File: config.mk
export PLATFORM = sky130hd
export DESIGN_NAME = fifo_prog
export DESIGN_NICKNAME = d
export VERILOG_FILES = /design/src/rtl/fifo_prog.sv
export SDC_FILE = /design/constraint.sdc
export NUM_CORES = 1
export LEC_CHECK = 0
export CAP_MARGIN = 20
export CORE_MARGIN = 2
export CORE_UTILIZATION = 40
export DETAILED_ROUTE_END_ITERATION = 10
export GPL_TIMING_DRIVEN = 0
export PLACE_DENSITY = 0.66
export SLEW_MARGIN = 20
export SYNTH_ARGS = -nofsm -noshare
export SYNTH_HDL_FRONTEND = slang
export SYNTH_SLANG_ARGS = --single-unit
File: constraint.sdc
create_clock -name clk -period 6.79 [get_ports clk]
set_clock_uncertainty 0.1 [all_clocks]
set_input_delay 1.358 -clock clk [delete_from_list [all_inputs] [get_ports clk]]
set_output_delay 1.358 -clock clk [all_outputs]
set_load 0.1 [all_outputs]
File: src/rtl/fifo_prog.sv
// Single-clock FIFO with optional first-word-fall-through output, programmable
// almost-full/almost-empty thresholds, fill level and sticky overflow/underflow flags.
module fifo_prog #(
  parameter int DATA_WIDTH = 8,
  parameter int DEPTH      = 16,
  parameter int FWFT       = 0,
  localparam int AW        = $clog2(DEPTH)
) (
  input  logic                  clk,
  input  logic                  rst_n,
  input  logic                  wr_en,
  input  logic [DATA_WIDTH-1:0] din,
  input  logic                  rd_en,
  output logic [DATA_WIDTH-1:0] dout,
  output logic                  dout_valid,
  output logic                  full,
  output logic                  empty,
  output logic                  almost_full,
  output logic                  almost_empty,
  output logic [AW:0]           level,
  input  logic [AW:0]           afull_thresh,
  input  logic [AW:0]           aempty_thresh,
  output logic                  overflow,
  output logic                  underflow,
  input  logic                  clr_err
);

  localparam logic [AW:0] FULL_LEVEL = (AW+1)'(DEPTH);

  logic [DATA_WIDTH-1:0] mem [DEPTH];
  logic [AW-1:0]         wr_ptr;
  logic [AW-1:0]         rd_ptr;
  logic [AW:0]           level_q;

  logic                  full_c;
  logic                  empty_c;
  logic                  wr_acc;
  logic                  rd_acc;
  logic                  mem_we;
  logic                  mem_re;
  logic                  dout_load;
  logic [DATA_WIDTH-1:0] dout_next;
  logic                  valid_next;

  assign full_c = (level_q == FULL_LEVEL);
  assign wr_acc = wr_en && !full_c;
  assign rd_acc = rd_en && !empty_c;

  generate
    if (FWFT != 0) begin : g_fwft
      // dout is the head register; memory holds only the words queued behind it.
      logic [AW:0] mem_cnt;
      logic        need_head;
      logic        bypass;

      assign empty_c = !dout_valid;

      always_comb begin
        mem_cnt    = level_q - {{AW{1'b0}}, dout_valid};
        need_head  = !dout_valid || rd_acc;
        mem_re     = need_head && (mem_cnt != '0);
        bypass     = need_head && (mem_cnt == '0) && wr_acc;
        mem_we     = wr_acc && !bypass;
        dout_load  = mem_re || bypass;
        dout_next  = mem_re ? mem[rd_ptr] : din;
        valid_next = mem_re || bypass || (dout_valid && !rd_acc);
      end
    end else begin : g_std
      assign empty_c = (level_q == '0);

      always_comb begin
        mem_re     = rd_acc;
        mem_we     = wr_acc;
        dout_load  = rd_acc;
        dout_next  = mem[rd_ptr];
        valid_next = rd_acc;
      end
    end
  endgenerate

  // Storage is deliberately left out of reset.
  always_ff @(posedge clk) begin
    if (mem_we)
      mem[wr_ptr] <= din;
  end

  always_ff @(posedge clk or negedge rst_n) begin
    if (!rst_n) begin
      wr_ptr     <= '0;
      rd_ptr     <= '0;
      level_q    <= '0;
      dout       <= '0;
      dout_valid <= 1'b0;
      overflow   <= 1'b0;
      underflow  <= 1'b0;
    end else begin
      if (mem_we)
        wr_ptr <= wr_ptr + AW'(1);
      if (mem_re)
        rd_ptr <= rd_ptr + AW'(1);

      case ({wr_acc, rd_acc})
        2'b10:   level_q <= level_q + (AW+1)'(1);
        2'b01:   level_q <= level_q - (AW+1)'(1);
        default: level_q <= level_q;
      endcase

      if (dout_load)
        dout <= dout_next;
      dout_valid <= valid_next;

      // A new error event wins over a clear arriving in the same cycle.
      if (wr_en && full_c)
        overflow <= 1'b1;
      else if (clr_err)
        overflow <= 1'b0;

      if (rd_en && empty_c)
        underflow <= 1'b1;
      else if (clr_err)
        underflow <= 1'b0;
    end
  end

  assign full         = full_c;
  assign empty        = empty_c;
  assign level        = level_q;
  assign almost_full  = (level_q >= afull_thresh);
  assign almost_empty = (level_q <= aempty_thresh);

endmodule

=== Yosys cells after proc, flatten, opt, wreduce, memory -nomap -nowiden ===
Memory sizes are Yosys's and may differ from the RTL's. A register that Yosys moved wholly into a read port is not among the register bits.
Cells that the tools add are included.

* $add $sub $neg: 4
* Multipliers: 0
* Div/mod/pow operators: 0
* Magnitude comparators: 2
* Equal/unequal tests: 3
* Shift operators: 0
* Muxes and demuxes: 6
* Bitwise logic cells: 0
* Reduce and logical (&&, ||, !) cells: 11

{| class="wikitable"
|+ Operator list
! cell !! count
|-
| $pmux W5 S2 || 1
|-
| $add A4 B1 Y4 const B || 2
|-
| $reduce_bool A2 Y1 || 3
|-
| $add A5 B1 Y5 const B || 1
|-
| $eq A5 B5 Y1 const B || 1
|-
| $ge A5 B5 Y1 || 1
|-
| $le A5 B5 Y1 || 1
|-
| $logic_not A5 Y1 || 1
|-
| $mux W1 || 5
|-
| $sub A5 B1 Y5 const B || 1
|-
| $logic_and A1 B1 Y1 || 4
|-
| $logic_not A1 Y1 || 3
|-
| $eq A2 B1 Y1 const B || 1
|-
| $eq A2 B2 Y1 const B || 1
|}

* Flip-flop bits (word level): 16
* Bits in latches: 0
* Bits in writable memories: 128
* ROM bits: 0
* Input bits: 23
* Output and inout bits: 20
* Word-level logic and storage cells: 33
* Memories: 1

{| class="wikitable"
|+ Memories
! memory !! words !! width !! read ports !! clocked after memory_dff !! wr ports !! RTL line !! RTL
|-
| mem || 16 || 8 || 1 || 1 || 1 || 30 || <nowiki>logic [DATA_WIDTH-1:0] mem [DEPTH];</nowiki>
|}

=== Depth between registers and ports, before layout ===
* Word-level depth: 5
* Gate-level depth with buffers: 15
* Depth with buffers taken out: 12

=== Least setup slack after synthesis ===
OpenSTA, ideal clock, no wires.

* Kind: input port to output port
* Start: in aempty_thresh[1]
* End: out almost_empty
* Arrival: 3.623 ns
* Data required time: 5.332 ns
* Path slack: 1.709 ns
* Stages: 7
* Path buffers: 0
* Cell sequence: inv_1 ha_1 nor2b_1 o21ai_0 a21oi_1 o21a_1 o22ai_1

* Cells in the longest elaborated chain, start to end: 1

{| class="wikitable"
|+ Ends and longest elaborated chain
! what !! RTL line !! RTL
|-
| start: declaration || 22 || <nowiki>input logic [AW:0] aempty_thresh,</nowiki>
|-
| $le A5 B5 Y1 || 129 || <nowiki>assign almost_empty = (level_q <= aempty_thresh);</nowiki>
|-
| end: declaration || 19 || <nowiki>output logic almost_empty,</nowiki>
|}

No other way between the ends.

=== Worst setup path after layout ===
Same ends and word-level chain as after synthesis.

==> impl_metrics.env <==
export IMPL_cells_on_worst_hold_path=2
export IMPL_p_switching_mw=1.36
export IMPL_vdd_drop_max_mv=0.340
export IMPL_area_of_the_core_region_um2=15700
export IMPL_timing_slew_headroom=0.315
export IMPL_count_of_final_setup_violators=0
export IMPL_max_stage_delay_ps=1160
export IMPL_synthToLayoutAreaGrowth_pct=20.5
export IMPL_critPathBufInv=3
export IMPL_sequentialPowerShare=0.345
export IMPL_clk_latency_ps=420
export IMPL_sequential_to_total_area_share_from_yosys_stat=0.697
export IMPL_post_cts_resized=0
export IMPL_drt_iter0_drc=243
export IMPL_timing_final_max_slew_violations=0
export IMPL_r2r_start="level[1]"
export IMPL_detailed_place_hpwl_um=8150
export IMPL_async_flop_share=0.158
export IMPL_critical_path_depth=9
export IMPL_grt_max_degree=25
export IMPL_setup_worst_path_end_class="output port"
export IMPL_crit_slowest_cell="sky130_fd_sc_hd__clkdlybuf4s50_1"
export IMPL_synthesis_area_um2=6370
export IMPL_share_clk_of_total_power=0.262
export IMPL_fin_tns_setup_ps=0
export IMPL_holdWs_ps=430
export IMPL_cts_root_buffer_cell="sky130_fd_sc_hd__clkbuf_16"
export IMPL_dr_total_vias=3311
export IMPL_timing_critical_path_cells="clkdlybuf4s50_1 -> inv_1 -> ha_1 -> nor2b_1 -> o21ai_0 -> a21oi_1 -> o21a_1 -> o22ai_1 -> clkdlybuf4s50_1"
export IMPL_fin_nets=455
export IMPL_cts_made_buffers=17
export IMPL_number_of_antenna_violations_at_the_first_check_in_global_routing=0
export IMPL_synthFlopType="sky130_fd_sc_hd__edfxtp_1"
export IMPL_first_global_vias=3464
export IMPL_yosys_warnings=0
export IMPL_rr_worst_depth=13
export IMPL_yosys_cell_types_count=36
export IMPL_power_leakage_nw=2.67
export IMPL_via_to_cell_ratio=5.16
export IMPL_finalCritPeriodShare=0.795
export IMPL_family_with_the_most_delay_on_the_worst_path="buffers and inverters"
export IMPL_critical_path_class="in -> out"
export IMPL_dieArea_um2=17000
export IMPL_number_of_nets_with_antenna_violations_after_routing=0
export IMPL_crit_top_cell="sky130_fd_sc_hd__clkdlybuf4s50_1"
export IMPL_cp_start_kind="input pin"
export IMPL_synthTopCellsByArea="sky130_fd_sc_hd__edfxtp_1, sky130_fd_sc_hd__dfrtp_1, sky130_fd_sc_hd__mux4_2"
export IMPL_syn_inst=352
export IMPL_post_route_cells_drive_above_1_share=0.209
export IMPL_synth_top_cell_by_area="sky130_fd_sc_hd__edfxtp_1"
export IMPL_placementRows=46
export IMPL_gp_congestion=0.776
export IMPL_power_switching_share=0.378
export IMPL_antenna_cells_inserted=0
export IMPL_run_status="complete, no violations"
export IMPL_power_report_internal_total_mw=2.24
export IMPL_grt_total_usage=0.165
export IMPL_cts_hold_buffers_added=0
export IMPL_worst_ep_arrival_time_ps=3940
export IMPL_fill_cells=1306
export IMPL_beginning_of_the_critical_path="aempty_thresh[1]"
export IMPL_fraction_of_synthesized_cell_area_taken_by_the_top_area_cell_type=0.603
export IMPL_tightest_slew_ps=1020
export IMPL_clkSlewWorstSetupHoldPaths_ps=60
export IMPL_grt_first_pass_wirelength_um=19800
export IMPL_min_from="overflow"
export IMPL_p_comb_frac=0.393
export IMPL_power_per_cell_area_nw_per_um2=469
export IMPL_chipHeight_um=130
export IMPL_post_drt_wl_per_cell_um=19.8
export IMPL_synth_net_count=394
export IMPL_timing_hold_violations_final=0
export IMPL_cts_htree_levels=4
export IMPL_max_freq_mhz=185
export IMPL_global_route_peak_usage_layer="met2"
export IMPL_ys_seq_elements=152
export IMPL_global_route_overflow=0
export IMPL_critical_path_required_ps=5330
export IMPL_mean_syn_cell_area_um2=18.1
export IMPL_timing_max_cap_violations=0
export IMPL_drtPass1Iterations=5
export IMPL_worstHoldPathType="reg -> reg"
export IMPL_post_cts_setup_buffer_count=0
export IMPL_drc=0
export IMPL_floorplan_initialDensity=0.406
export IMPL_post_synth_edffs=128
export IMPL_cts_sinks=152
export IMPL_die_width_um=130
export IMPL_maximum_number_of_buffers_from_clock_root_to_sink=2
export IMPL_use_met2=0.270
export IMPL_path_max_fanout=2
export IMPL_ioPinCount=43
export IMPL_met3_layer_usage_reported_by_global_route=0.0467
export IMPL_global_route_usage_met1=0.217
export IMPL_io_buffer_count=42
export IMPL_finalCriticalPeriod_ps=5400
export IMPL_total_routed_wirelength_um=12700
export IMPL_rsz_0062_raised_after_global_routing="false"
export IMPL_tritoncts_clock_tree="yes"
[worst paths after layout]
path / to / slack [ps]
max in group asynchronous: dout[4] / 5380
min in group asynchronous: overflow / 830
setup / recovery: almost_empty / 1390
hold reg to reg: overflow / 430
setup reg to reg: level[4] / 3280
hold / removal: overflow / 430
[cell type report]
cell class | instances | area [um^2] | share of cell area
buffer | 19 | 135 | 0.0176
timing repair buffer | 42 | 415 | 0.0541
sequential | 152 | 4440 | 0.579
clock buffer | 18 | 439 | 0.0572
multi-input combinational | 165 | 1760 | 0.229
clock inverter | 14 | 161 | 0.0210
tap | 216 | 270 | 0.0352
inverter | 16 | 60.1 | 0.00782
[cells in the final DEF (no fill, tap or decap), types with 5 or more instances in the layout]
master                            count
sky130_fd_sc_hd__o22ai_1             18
sky130_fd_sc_hd__a21oi_1             12
sky130_fd_sc_hd__mux2_2              10
sky130_fd_sc_hd__ha_1                19
sky130_fd_sc_hd__clkdlybuf4s50_1     41
sky130_fd_sc_hd__edfxtp_1           128
sky130_fd_sc_hd__buf_6                5
sky130_fd_sc_hd__buf_2                6
sky130_fd_sc_hd__dfrtp_1             24
sky130_fd_sc_hd__xnor2_1              6
sky130_fd_sc_hd__nand2b_1             5
sky130_fd_sc_hd__nor2_1              15
sky130_fd_sc_hd__inv_1               16
sky130_fd_sc_hd__clkbuf_16           17
sky130_fd_sc_hd__mux4_2              23
sky130_fd_sc_hd__nand2_1             10
sky130_fd_sc_hd__o21ai_0              6
sky130_fd_sc_hd__mux4_1               9
sky130_fd_sc_hd__xor2_1               6
[worst register-to-register path, cell delays in order, from the launching register on]
cell,delay (ps)
sky130_fd_sc_hd__dfrtp_1,430
sky130_fd_sc_hd__buf_6,160
sky130_fd_sc_hd__or3_4,410
sky130_fd_sc_hd__o31a_1,330
sky130_fd_sc_hd__buf_2,250
sky130_fd_sc_hd__ha_1,230
sky130_fd_sc_hd__buf_2,180
sky130_fd_sc_hd__xor2_1,180
sky130_fd_sc_hd__ha_1,210
sky130_fd_sc_hd__a21boi_0,150
sky130_fd_sc_hd__o221a_2,310
sky130_fd_sc_hd__o21a_1,170
sky130_fd_sc_hd__nor3_1,190
sky130_fd_sc_hd__xor2_1,160
[through the flow]
| stage | std cells | cell area, um^2 | setup slack, ps | util | total power [mW] |
|---|---|---|---|---|---|
| floorplan | 352 | 6370 | 1710 | - | 2.31 |
| detailed placement | 610 | 7080 | 1390 | 0.451 | 2.68 |
| CTS | 642 | 7680 | 1390 | 0.489 | 3.63 |
| global placement | 610 | 7070 | 1400 | 0.450 | 2.65 |
| global route | 642 | 7680 | 1260 | 0.489 | 3.77 |
| finish | 642 | 7680 | 1390 | 0.489 | 3.60 |
[cells in the mapped netlist, types with 2 or more instances]
| cell type | n |
|---|---|
| sky130_fd_sc_hd__o21a_1 | 3 |
| sky130_fd_sc_hd__xnor2_1 | 6 |
| sky130_fd_sc_hd__clkbuf_1 | 3 |
| sky130_fd_sc_hd__nand2_1 | 10 |
| sky130_fd_sc_hd__xor2_1 | 6 |
| sky130_fd_sc_hd__mux2_2 | 10 |
| sky130_fd_sc_hd__nor3_1 | 7 |
| sky130_fd_sc_hd__o21ai_0 | 6 |
| sky130_fd_sc_hd__mux4_2 | 23 |
| sky130_fd_sc_hd__o22ai_1 | 18 |
| sky130_fd_sc_hd__inv_1 | 16 |
| sky130_fd_sc_hd__edfxtp_1 | 128 |
| sky130_fd_sc_hd__a21oi_1 | 12 |
| sky130_fd_sc_hd__nand2b_1 | 5 |
| sky130_fd_sc_hd__buf_6 | 5 |
| sky130_fd_sc_hd__nand4_1 | 2 |
| sky130_fd_sc_hd__dfrtp_1 | 24 |
| sky130_fd_sc_hd__nor2b_1 | 3 |
| sky130_fd_sc_hd__mux4_1 | 9 |
| sky130_fd_sc_hd__buf_1 | 4 |
| sky130_fd_sc_hd__ha_1 | 19 |
| sky130_fd_sc_hd__nor2_1 | 15 |
| sky130_fd_sc_hd__buf_2 | 5 |
[power groups by stage]
stage | clock [mW] | sequential, mW | combinational, mW
after detailed placement | 0 | 1.26 | 1.42
final | 0.942 | 1.24 | 1.41
after global routing | 1.00 | 1.26 | 1.51
after floorplan | 0 | 1.54 | 0.773
after global placement | 0 | 1.25 | 1.40
after CTS | 0.957 | 1.24 | 1.43
[registers in the layout (all words and copies together) (netlist names)]
signal      flops
mem           128
dout_valid      1
rd_ptr          4
underflow       1
overflow        1
wr_ptr          4
level           5
dout            8
[metal layers]
layer / part of all wire / wire length, um
met1: 0.43 / 5500
met2: 0.49 / 6270
met3: 0.061 / 781
met4: 0.012 / 148
met5: 0 / 0
[cell families (layout without fill, tap and decap cells)]
group           count (synthesis)  in the layout  synth area share
flops                         152            152             0.697
simple gates                   48             48            0.0404
compound gates                 44             44            0.0420
mux                            42             42             0.136
buf+inv                        35            109            0.0306
fa+ha+maj                      19             19            0.0373
xor+xnor                       12             12            0.0165
(Power assumes the default switching activity.)
